## src/rtl/pc_sequencer.sv

```systemverilog
// Program-counter sequencer for the fetch stage: holds the PC, feeds both
// inputs and the select of the external next-PC multiplexer, tracks one
// pending branch/jump redirect, and runs the debug run/step/halt FSM.
module pc_sequencer #(
    parameter int                  PC_WIDTH = 32,
    parameter logic [PC_WIDTH-1:0] RESET_PC = '0
) (
    input  logic                clk,
    input  logic                reset,
    input  logic                i_run,
    input  logic                i_step,
    input  logic                i_stall,
    input  logic                i_halt,
    input  logic                i_branch_valid,
    input  logic [PC_WIDTH-1:0] i_branch_target,
    input  logic [PC_WIDTH-1:0] i_next_pc,
    output logic [PC_WIDTH-1:0] o_pc,
    output logic [PC_WIDTH-1:0] o_pc_plus4,
    output logic [PC_WIDTH-1:0] o_target,
    output logic                o_select,
    output logic                o_flush,
    output logic                o_halted,
    output logic [PC_WIDTH-1:0] o_cycle_count
);

    typedef enum logic [1:0] {
        IDLE   = 2'd0,
        RUN    = 2'd1,
        STEP   = 2'd2,
        HALTED = 2'd3
    } state_e;

    localparam logic [PC_WIDTH-1:0] PC_INC    = PC_WIDTH'(4);
    localparam logic [PC_WIDTH-1:0] COUNT_INC = PC_WIDTH'(1);

    state_e              state_q, state_d;
    logic [PC_WIDTH-1:0] pc_q, pc_d;
    logic [PC_WIDTH-1:0] target_q, target_d;
    logic                pending_q, pending_d;
    logic [PC_WIDTH-1:0] count_q, count_d;
    logic                adv;
    logic                branch_accept;

    // Targets are word aligned; the two low address bits are dropped.
    logic unused_target_lsbs;
    assign unused_target_lsbs = ^i_branch_target[1:0];

    // Advance qualifier and branch acceptance for the current cycle.
    always_comb begin
        adv           = ((state_q == RUN && i_run) || state_q == STEP) && !i_stall && !i_halt;
        branch_accept = i_branch_valid && (state_q != HALTED);
    end

    // Next-state logic for the run/step/halt FSM, halt taking priority.
    always_comb begin
        // NOTE: every combinational output gets a default first so no path leaves it unassigned (no latch).
        state_d = state_q;
        case (state_q)
            IDLE: begin
                if (i_run) begin
                    state_d = RUN;
                end else if (i_step) begin
                    state_d = STEP;
                end
            end
            RUN: begin
                if (i_halt) begin
                    state_d = HALTED;
                end else if (!i_run) begin
                    state_d = IDLE;
                end
            end
            STEP: begin
                if (i_halt) begin
                    state_d = HALTED;
                end else if (adv) begin
                    state_d = IDLE;
                end
            end
            HALTED:  state_d = HALTED;
            default: state_d = IDLE;
        endcase
    end

    // PC, cycle counter and redirect-tracking next values.
    always_comb begin
        pc_d      = pc_q;
        count_d   = count_q;
        target_d  = target_q;
        pending_d = pending_q;
        if (adv) begin
            pc_d    = i_next_pc;
            count_d = count_q + COUNT_INC;
        end
        // A new branch always wins over clearing the one being applied now.
        if (branch_accept) begin
            pending_d = 1'b1;
            target_d  = {i_branch_target[PC_WIDTH-1:2], 2'b00};
        end else if (adv && pending_q) begin
            pending_d = 1'b0;
        end
    end

    // State registers; reset discards any pending redirect and leaves HALTED.
    always_ff @(posedge clk or posedge reset) begin
        if (reset) begin
            // NOTE: sequential state uses non-blocking assignments so all flops update from pre-edge values.
            state_q   <= IDLE;
            pc_q      <= RESET_PC;
            target_q  <= '0;
            pending_q <= 1'b0;
            count_q   <= '0;
        end else begin
            state_q   <= state_d;
            pc_q      <= pc_d;
            target_q  <= target_d;
            pending_q <= pending_d;
            count_q   <= count_d;
        end
    end

    assign o_pc          = pc_q;
    assign o_pc_plus4    = pc_q + PC_INC;
    assign o_target      = target_q;
    assign o_select      = pending_q;
    assign o_flush       = adv && pending_q;
    assign o_halted      = (state_q == HALTED);
    assign o_cycle_count = count_q;

endmodule
```

## config.mk

```make
export PLATFORM = sky130hd
export DESIGN_NAME = pc_sequencer
export DESIGN_NICKNAME = d
export VERILOG_FILES = /design/src/rtl/pc_sequencer.sv
export SDC_FILE = /design/constraint.sdc
export NUM_CORES = 1
export LEC_CHECK = 0
export ABC_AREA = 1
export BUFFER_PORTS_ARGS = -buffer_cell sky130_fd_sc_hd__buf_2
export CELL_PAD_IN_SITES_DETAIL_PLACEMENT = 1
export CELL_PAD_IN_SITES_GLOBAL_PLACEMENT = 2
export CORE_MARGIN = 4
export CORE_UTILIZATION = 25
export CTS_CLUSTER_SIZE = 25
export DETAILED_ROUTE_END_ITERATION = 8
export MAX_ROUTING_LAYER = met4
export PLACE_DENSITY_LB_ADDON = 0.1
export SETUP_SLACK_MARGIN = 0.3
export SYNTH_ARGS = -nofsm -noshare
export SYNTH_HDL_FRONTEND = slang
export SYNTH_SLANG_ARGS = --single-unit
```

## constraint.sdc

```tcl
create_clock -name clk -period 2.5 [get_ports clk]
set_clock_uncertainty 0.1 [all_clocks]
set_input_delay 0 -clock clk [delete_from_list [all_inputs] [get_ports clk]]
set_output_delay 0 -clock clk [all_outputs]
set_load 0.02 [all_outputs]
```

==> run metrics <==
Post-Syn Area 5310 sq um; status finished clean; Critical Setup Path Class flop to output port; Yosys top cell area share 45.7%; total global routing overflow 0; Slew headroom 62.6%; Worst Path Required roughly 2400 ps; largest cells by area after synthesis dfrtp_1 (46%), nand2_1 (16%), mux2_2 (6.4%), inv_1 (4.2%), nor2_1 (4.0%); Die X 154 um; final hold viol count 0; Reg clk slew, reported paths around 80 ps; Crit path arrival time ~2000 ps; clk_lat worst skew 350 ps; synthesized flop and latch total 97; total track usage 16.7%; leading area contributor after synthesis dfrtp_1; Iteration-0 DRC Markers 137; library cells used by synthesis 32; Via density 4.35; sequential share of the synthesized area 45.7%; Synth-to-Final Area Change 43.7%; post-synthesis area per instance 8.20 sq um; crit path capture type output port; Clock Sinks 97; setup TNS 0 ps; post-detail-place hpwl 14200 um; final wirelength 18700 um; Die Y 154 um; area of all sequential standard cells 2430 sq um; vias in the first global route 5717; fillers 2572; die area approximately 24000 sq um; hold_ws 36.5 ps; Power Density between 400 and 500 nW/um^2; Bufs on Longest Clock Path 2; CTS tree done; Final Cycle Share 82.2%; setup violators final 0; Final GP Congestion 0.788; # DRC 0; Initial Util between 20% and 30%; worst hold path class input pin to flop; post-synthesis cell count roughly 650; # H-tree levels 3; unrepaired setup endpoints after global routing yes; Startpoint Class flop; Period minus WS final 2060 ps; Least-Margin Pin Slew between 500 and 600 ps; routed vias around 5200; first-pass GRT wire length just over 30000 um; Max Slew Vio Count 0; Lkg Pwr between 0.003 and 0.004 uW; post-route ant nets 0; wire per inst 15.7 um; Core ar. 21000 sq um; layout cell share with drive strength beyond 1 roughly 32%; max-cap check violation count 0; Yosys warnings 0; largest net degree at the start of global routing 98; fmax 486 MHz; Pre-antenna DRT Iters 4; TritonCTS buffer count 9; Clock Root Buffer clkbuf_16; IO Pins ~200; initial antenna violation count 0; CP Max Fanout 5; input/output buffers 197; Multi-input gate area ~2600 sq um; diode count 0; row count 53; worst vdd ir 0.278 mV; Nets 993
==> cells by family (layout without fill, tap and decap cells) <==
| logic type | Yosys count | after routing | share of synthesized area [%] |
|---|---|---|---|
| AND/OR/NAND/NOR | 369 | 369 | 31.8 |
| flip-flops | 97 | 97 | 45.7 |
| buffers and inverters | 79 | 350 | 6.24 |
| AO/OA/AOI/OAI | 37 | 37 | 3.51 |
| multiplexers | 30 | 30 | 6.36 |
| XOR/XNOR | 28 | 28 | 4.62 |
| adder cells (fa/ha/maj) | 7 | 7 | 1.65 |
| other | 1 | 2 | 0.0706 |
==> path summary, 6_finish.rpt <==
| kind | depth (start not counted) | slack [ps] | endpoint | startpoint |
|---|---|---|---|---|
| max | 6 | 440 | o_pc_plus4[14] | o_pc[10] |
| min | 4 | 40 | o_select | i_branch_valid |
| max reg2reg | 9 | 530 | state_q[0] | state_q[0] |
| min reg2reg | 1 | 400 | o_target[15] | o_target[15] |
| max in group asynchronous | 4 | 1600 | o_pc[15] | reset |
| min in group asynchronous | 4 | 240 | o_pc[1] | reset |
==> per-stage QoR <==
step	utilization, %	total power (uW)	cells	worst slack [ps]	instance area, sq um
5_1_grt	36.4	3650	1195	282	7630
2_1_floorplan	-	1830	649	709	5320
3_5_place_dp	31.6	1990	1111	607	6620
4_1_cts	36.3	3550	1195	306	7620
6_report	36.4	3460	1195	444	7630
3_3_place_gp	31.6	1990	1111	642	6620
==> where the power goes <==
part | switching, uW | internal, uW
combinational | 223 | 176
clock | 709 | 711
sequential | 43.2 | 1600
total | 976 | 2480
==> per-layer routing <==
metal	vias to the layer above	GRT usage, %	wire length, um
met1	2491	21.1	8620
met5	-	-	0
met3	16	3.04	744
li1	2569	-	-
met2	123	27.9	9090
met4	0	3.99	271
==> state kept, by name, summed over array words and instances, names as in the netlist <==
name           count
o_cycle_count     32
state_q            2
o_pc              32
o_target          30
o_select           1
==> cell type report <==
class                   instances  area share [%]
clock buffers                   9            2.95
clock inverters                 7           0.967
inverters                      63            3.15
multi-input cells             473            33.7
flip-flops and latches         97            31.9
well taps                     275            4.51
repair buffers                271            22.9
==> layout by cell type, fill, tap and decap left out, types with 6 or more instances in the layout <==
cell	n
ha_1	6
nand4_1	11
inv_1	59
dlygate4sd3_1	67
nor2_1	54
mux2_2	30
nand2_2	8
dfrtp_1	94
buf_2	197
nor2_2	11
nor2_4	7
xor2_1	17
nand3_1	23
xnor2_1	11
clkbuf_16	9
nand2_1	225
nand3b_1	8
o21ai_0	29
nor3_1	9
==> worst max-delay path: stages (launching register included) <==
cell and delay [ps]:
dfrtp_1 460, nand2_1 150, nor2_2 250, nand2_1 100, nor2_2 170, xor2_1 260, buf_2 220
==> timing repair <==
| action | CTS | global route |
|---|---|---|
| hold buffers | 67 | 0 |
| endpoints found under the setup margin | 4 | 11 |
| gates resized for setup | 1 | 7 |
| pin swaps | 1 | 0 |
| hold endpoints to repair | 161 | 0 |
| setup buffers | 1 | 0 |
==> cell usage after synthesis (all sizes together) <==
cell type,number
nor2,73
inv,62
clkinv,1
nand4,11
dfrtp,97
xnor2,11
mux2,30
a21oi,3
xor2,17
clkbuf,3
nor3,15
conb,1
nand3b,8
nand3,27
o22ai,1
buf,13
o21ai,33
ha,7
nand2,235
(Power assumes the default switching activity.)
